### src/rtl/shift_add_multiplier_4_bit.sv
// shift_add_multiplier_4_bit
//   Sequential 4x4 unsigned multiplier. A single 4-bit adder is reused once
//   per clock across a fixed 4-iteration shift-and-add sequence.
//
//   Ports:
//     clk      rising-edge clock
//     rst_n    asynchronous active-low reset
//     start    operation request, sampled only while idle
//     a        multiplicand (captured when start is accepted)
//     b        multiplier   (captured when start is accepted)
//     busy     high while the iterations are running
//     done     one-cycle completion pulse
//     product  registered 8-bit result, held until the next completion
//
// full_adder_4_bit
//   4-bit adder stage providing sum and carry-out.
//
//   Ports:
//     a, b     4-bit addends
//     cin      carry in
//     sum      4-bit sum
//     cout     carry out

module full_adder_4_bit (
    input  logic [3:0] a,
    input  logic [3:0] b,
    input  logic       cin,
    output logic [3:0] sum,
    output logic       cout
);

    assign {cout, sum} = {1'b0, a} + {1'b0, b} + {4'b0000, cin};

endmodule

module shift_add_multiplier_4_bit (
    input  logic       clk,
    input  logic       rst_n,
    input  logic       start,
    input  logic [3:0] a,
    input  logic [3:0] b,
    output logic       busy,
    output logic       done,
    output logic [7:0] product
);

    typedef enum logic [1:0] {
        IDLE = 2'd0,
        CALC = 2'd1,
        DONE = 2'd2
    } state_t;

    state_t     state;
    logic [3:0] m;
    logic [3:0] acc;
    logic [3:0] q;
    logic [1:0] count;

    logic [3:0] addend;
    logic [3:0] s;
    logic       c;
    logic [3:0] acc_next;
    logic [3:0] q_next;

    // Add M only when the current multiplier LSB is set.
    assign addend = q[0] ? m : '0;

    full_adder_4_bit u_adder (
        .a    (acc),
        .b    (addend),
        .cin  (1'b0),
        .sum  (s),
        .cout (c)
    );

    // Right shift of {C, S, Q}: the carry lands in the top accumulator bit,
    // so it is never lost, and the sum LSB moves into Q.
    assign acc_next = {c, s[3:1]};
    assign q_next   = {s[0], q[3:1]};

    always_ff @(posedge clk or negedge rst_n) begin
        if (!rst_n) begin
            state   <= IDLE;
            busy    <= 1'b0;
            done    <= 1'b0;
            product <= '0;
            m       <= '0;
            acc     <= '0;
            q       <= '0;
            count   <= '0;
        end else begin
            case (state)
                IDLE: begin
                    done <= 1'b0;
                    if (start) begin
                        m     <= a;
                        q     <= b;
                        acc   <= '0;
                        count <= '0;
                        busy  <= 1'b1;
                        state <= CALC;
                    end
                end
                CALC: begin
                    acc   <= acc_next;
                    q     <= q_next;
                    count <= count + 2'd1;
                    if (count == 2'd3) begin
                        product <= {acc_next, q_next};
                        busy    <= 1'b0;
                        done    <= 1'b1;
                        state   <= DONE;
                    end
                end
                DONE: begin
                    done  <= 1'b0;
                    state <= IDLE;
                end
                default: begin
                    busy  <= 1'b0;
                    done  <= 1'b0;
                    state <= IDLE;
                end
            endcase
        end
    end

endmodule

### config.mk
export PLATFORM = sky130hd
export DESIGN_NAME = shift_add_multiplier_4_bit
export DESIGN_NICKNAME = d
export VERILOG_FILES = /design/src/rtl/shift_add_multiplier_4_bit.sv
export SDC_FILE = /design/constraint.sdc
export NUM_CORES = 1
export LEC_CHECK = 0
export ABC_AREA = 1
export CAP_MARGIN = 20
export CORE_MARGIN = 10
export CORE_UTILIZATION = 35
export CTS_CLUSTER_SIZE = 25
export DETAILED_ROUTE_END_ITERATION = 6
export GPL_TIMING_DRIVEN = 0
export SLEW_MARGIN = 20
export SYNTH_ARGS = -nofsm -noshare
export SYNTH_HDL_FRONTEND = slang
export SYNTH_SLANG_ARGS = --single-unit
### constraint.sdc
create_clock -name clk -period 1.55 [get_ports clk]
set_input_delay 0.3875 -clock clk [delete_from_list [all_inputs] [get_ports clk]]
set_output_delay 0.3875 -clock clk [all_outputs]
set_load 0.005 [all_outputs]
Word-level counts from Yosys, hierarchy flattened --
Cells that the tools add are included.
Operators by class: add/sub/neg operators 2, $mul 0, div/mod/pow operators 0, magnitude comparators 0, equality and inequality tests 5, shifts and indexed selects 0, multiplexer cells 15, bitwise gates (word level) 1, reductions and logical operators 7
Operator list (count):
- 4-bit case mux with 2 select lines | 2
- 4-bit 2-to-1 mux | 3
- 2-bit case mux with 2 select lines | 2
- 2-bit AND reduction | 4
- 2-bit 2-to-1 mux | 3
- 4-bit by 4-bit adder with 5-bit output | 1
- 2-bit == test, second input constant | 2
- 1-bit 2-to-1 mux | 4
- 2-bit != test, second input constant | 2
- 1-bit case mux with 3 select lines | 1
- 3-bit AND reduction | 1
- 2-bit by 1-bit adder with 2-bit output, second input constant | 1
- 2-bit by 1-bit == test with 1-bit output, second input constant | 1
- 2-bit zero test | 1
- 2-bit nonzero test | 1
- 1-bit NOT | 1
Word-level totals: register bits after elaboration 26, latch bits 0, memory bits (writable) 0, memory bits (read-only) 0, memories 0

Longest topological paths before layout --
Gate-level depths: netlist of the first run.
word-level depth 3, gate-level depth with buffers 8

Hierarchy --
A second synthesis of the first run with hierarchy kept.
Second synthesis, totals: cell total of the unflattened synthesis 155, area total of the unflattened synthesis 1291.2 µm²
By module, submodules not included:
- shift_add_multiplier_4_bit | times used 1, cells each 130, area an instance 1126.1 µm²
- full_adder_4_bit | times used 1, cells each 25, area an instance 165.2 µm²

Least setup slack after synthesis of the first run --
No wires, ideal clock.
path type reg-to-reg, from register q[0], to register product[7], setup time 116 ps, arrival 1414 ps, data required time 1434 ps, slack 19 ps, cell stages (with the launch flop) 9, path buffers 0, clock period less this slack 1531 ps, path through dfrtp_1 -> nand2_1 -> inv_1 -> ha_1 -> fa_1 -> a21oi_1 -> o21bai_1 -> nand2_1 -> nand2_1
On the way: word-level cells in the longest chain between the ends 2
RTL lines:
- start, declared | line 56 | logic [3:0] q;
- start signal, assigned | line 106 | q <= q_next;
- 4-bit 2-to-1 mux | line 66 | assign addend = q[0] ? m : '0;
- 4-bit by 4-bit adder with 5-bit output | line 32 | assign {cout, sum} = {1'b0, a} + {1'b0, b} + {4'b0000, cin};
- end signal, assigned | line 109 | product <= {acc_next, q_next};
- end, declared | line 44 | output logic [7:0] product
No other way between the ends. A chain may end at the register's enable or synchronous reset.

Worst setup path in the final report of the first run --
Same ends and word-level chain as after synthesis.

==> impl_results.md, run 1 <==
* Die width at roughly 79 um
* Synthesized area at approximately 1200 um2
* Die area at 6290 um2
* Initial drt markers at 51
* Worst slew pin tran at 597.0 ps
* Largest net degree at the start of global routing at 27
* Antenna violations before repair at 0
* Post-Synthesis Cells at about 140
* Min Tclk post-route at 1534 ps
* Nets@finish at 182
* Area grow syn2layout at 28.56%
* Synth Register Bits at 26
* Placed Instance Area at between 1000 and 1500 um2
* Crit path top cell by count: nand2_1
* RSZ-0062 raised after global routing: true
* CTS max path bufs at 2
* Clk_lat worst skew at 320 ps
* GRT Util Overall at under 10%
* Data arrival, critical path at ~1800 ps
* Max Clock Freq at ~650 MHz
* Static Leakage at about 0.84 nW
* Syn_area_per_cell at 9.120 um2
* PortBufs at 20
* Outcome: finished clean
* Critical Path End Type: flip-flop
* Clock Skew at about 8.3 ps
* Total grt overflow at 0
* Sequential-to-total area share from yosys stat at 52.85%
* Total core area at ~3400 um2
* N_diodes at 0
* Maxcap violations at 0
* Clk sink count at 26
* Crit path kind: flip-flop to flip-flop
* Cell variety after synth at 20
* CP required at roughly 1800 ps
* Rows at 21
* DRC Markers at 0
* Post-DP HPWL at 1.876 mm
* Number of setup violations in the final report at 0
* WP buf/inv at 1
* Crit Path Max Fanout at 2
* Max incr delay on CP at ~400 ps
* Drt wl/cell at between 10 and 15 um
* Routed Wire Length at 2.658 mm
* Filler Cell Count at roughly 370
* Multi-input logic area at about 540 um2
* Hold Violations, Final at 0
* Sequential Area at approximately 650 um2
* Layout cell share with drive strength beyond 1 at approximately 20%
* Global-route wire length before repair at around 4.5 mm
* Post-route ant nets at 0
* Max stage delay cell, worst path: dfrtp_1
* # IOs at 21
* Max_slew headroom at around 60%
* Syn Nets at ~150
* Routability congestion estimate at about 0.75
* Vias in the first global route at about 1100
* Final slew viol count at 0
* Final Instance Area at between 1500 and 2000 um2
* DIE HEIGHT at 79.31 um
* CTS tree: yes
* Num CTS Buffers at 3
* Worst vdd ir at 0.8821 mV
* Total power at 0.002861 W
* Pwr dens at 1808 nW/um2
* H-tree depth at 1
* Drt first pass iters at 4
* Ys Warns at 0
* Worst hold path class: primary input to asynchronous set/reset pin
* CTS root buffer: clkbuf_4
* Crit path max-delay family: adder cells
* Critical-path cell list: nand2_1 > inv_2 > ha_4 > fa_2 > a21oi_2 > o21bai_1 > nand2_1 > nand2_1
* Fin crit share at 98.95%
* Startpoint class of the critical path: flip-flop
* Via density at 4.598
* Vias post-DR at 961
* Clk slew on worst S/H paths at between 100 and 150 ps
* Initial core utilization at roughly 37%
## repair_timing
| action | 4_1_cts | 5_1_grt |
|---|---|---|
| pin swaps | 0 | 5 |
| gates resized for setup | 11 | 11 |
| hold buffers | 0 | 0 |
| setup buffers | 3 | 2 |
| endpoints found under the setup margin | 15 | 8 |
## registers in the layout, indices dropped and copies added, names as in the netlist
register  flops
product       8
acc           4
m             4
q             4
count         2
state         2
busy          1
done          1
## where the power goes
part           internal [W]  switching [W]  total [W]
Sequential         0.000956       0.000159    0.00112
Clock             0.0000911       0.000198   0.000289
Combinational      0.000633       0.000825    0.00146
Total               0.00168        0.00118    0.00286
## layer usage
metal  vias up  global-route usage [%]  wire [um]
met5         -                       0          0
met4         0                   3.943         38
met3         5                   2.815        138
met2        16                   14.60       1363
met1       458                   10.23       1117
li1        482                       -          -
## cell usage after synthesis, drive strengths merged
master | count | area, um2
nand3 | 5 | 25.02
fa | 1 | 20.02
o21ai | 17 | 103.8
xnor2 | 1 | 8.760
o21bai | 1 | 7.510
a21oi | 3 | 15.01
dfrtp | 26 | 650.6
inv | 17 | 68.81
ha | 5 | 62.56
buf | 2 | 26.27
nand2 | 52 | 220.2
nor2 | 4 | 15.01
o211ai | 1 | 7.510
## through the flow
stage,utilization (%),setup WS [ps],TNS (ps),std cells,hold slack [ps]
after floorplan,-,19.26,0,135,91.91
after global placement,44.27,-268.4,-7304,201,463.3
after detailed placement,44.12,-76.03,-247.2,201,427.5
after CTS,45.16,4.874,0,207,59.83
after global routing,47.06,-50.55,-101.9,209,64.61
final,47.06,16.31,0,209,42.93
## worst paths after layout
| path | slack (ps) | from | cells after the start | to |
|---|---|---|---|---|
| max | 20 | q[0]$_DFFE_PN0P_ | 8 | product[7]$_DFFE_PN0P_ |
| max reg2reg | 20 | q[0]$_DFFE_PN0P_ | 8 | product[7]$_DFFE_PN0P_ |
| min in group clk | 490 | count[0]$_DFFE_PN0P_ | 1 | count[0]$_DFFE_PN0P_ |
| max in group asynchronous | 1110 | rst_n | 1 | q[0]$_DFFE_PN0P_ |
| min reg2reg | 490 | count[0]$_DFFE_PN0P_ | 1 | count[0]$_DFFE_PN0P_ |
| min | 40 | rst_n | 1 | q[2]$_DFFE_PN0P_ |
## cell families (layout without fill, tap and decap cells)
| kind of cell | after synthesis | count (layout) | synth area share [%] |
|---|---|---|---|
| buffers and inverters | 19 | 47 | 7.723 |
| and+or+nand+nor | 61 | 61 | 21.14 |
| DFF | 26 | 26 | 52.85 |
| xor gates and xnor gates | 1 | 1 | 0.7115 |
| adders and majority gates | 6 | 6 | 6.707 |
| AOI/OAI and AO/OA | 22 | 22 | 10.87 |
## worst reg2reg max path, stage by stage (launching register included)
cell and delay, ps:
dfrtp_1 400, nand2_1 80, inv_2 40, ha_4 150
fa_2 370, a21oi_2 150, o21bai_1 130, nand2_1 90
nand2_1 50
## cell usage in the layout, fill, tap and decap left out, drive strengths merged, types with 3 or more instances in the layout
cell,count
a21oi,3
dfrtp,26
buf,8
nand2,52
clkbuf,3
nor2,4
nand3,5
clkdlybuf4s50,9
ha,5
inv,17
o21ai,17
dlygate4sd2,10
## cell type report
cell class	count	share of cell area, %
Inverter	17	4.348
Timing Repair Buffer	25	13.91
Clock buffer	3	1.423
Buffer	2	1.660
Multi-Input combinational cell	90	33.91
Tap cell	46	3.636
Sequential cell	26	41.11
Note: power is estimated with default switching activity, not from simulation.
==> run 2, diff against run 1 <==
--- a/config.mk
+++ b/config.mk
@@ -9,7 +9,7 @@
 export CAP_MARGIN = 20
 export CORE_MARGIN = 10
 export CORE_UTILIZATION = 35
-export CTS_CLUSTER_SIZE = 25
+export CTS_CLUSTER_SIZE = 28
 export DETAILED_ROUTE_END_ITERATION = 6
 export GPL_TIMING_DRIVEN = 0
 export SLEW_MARGIN = 20
==> results of run 2 <==
No change in the layout: final DEF, timing and power equal those of run 1.
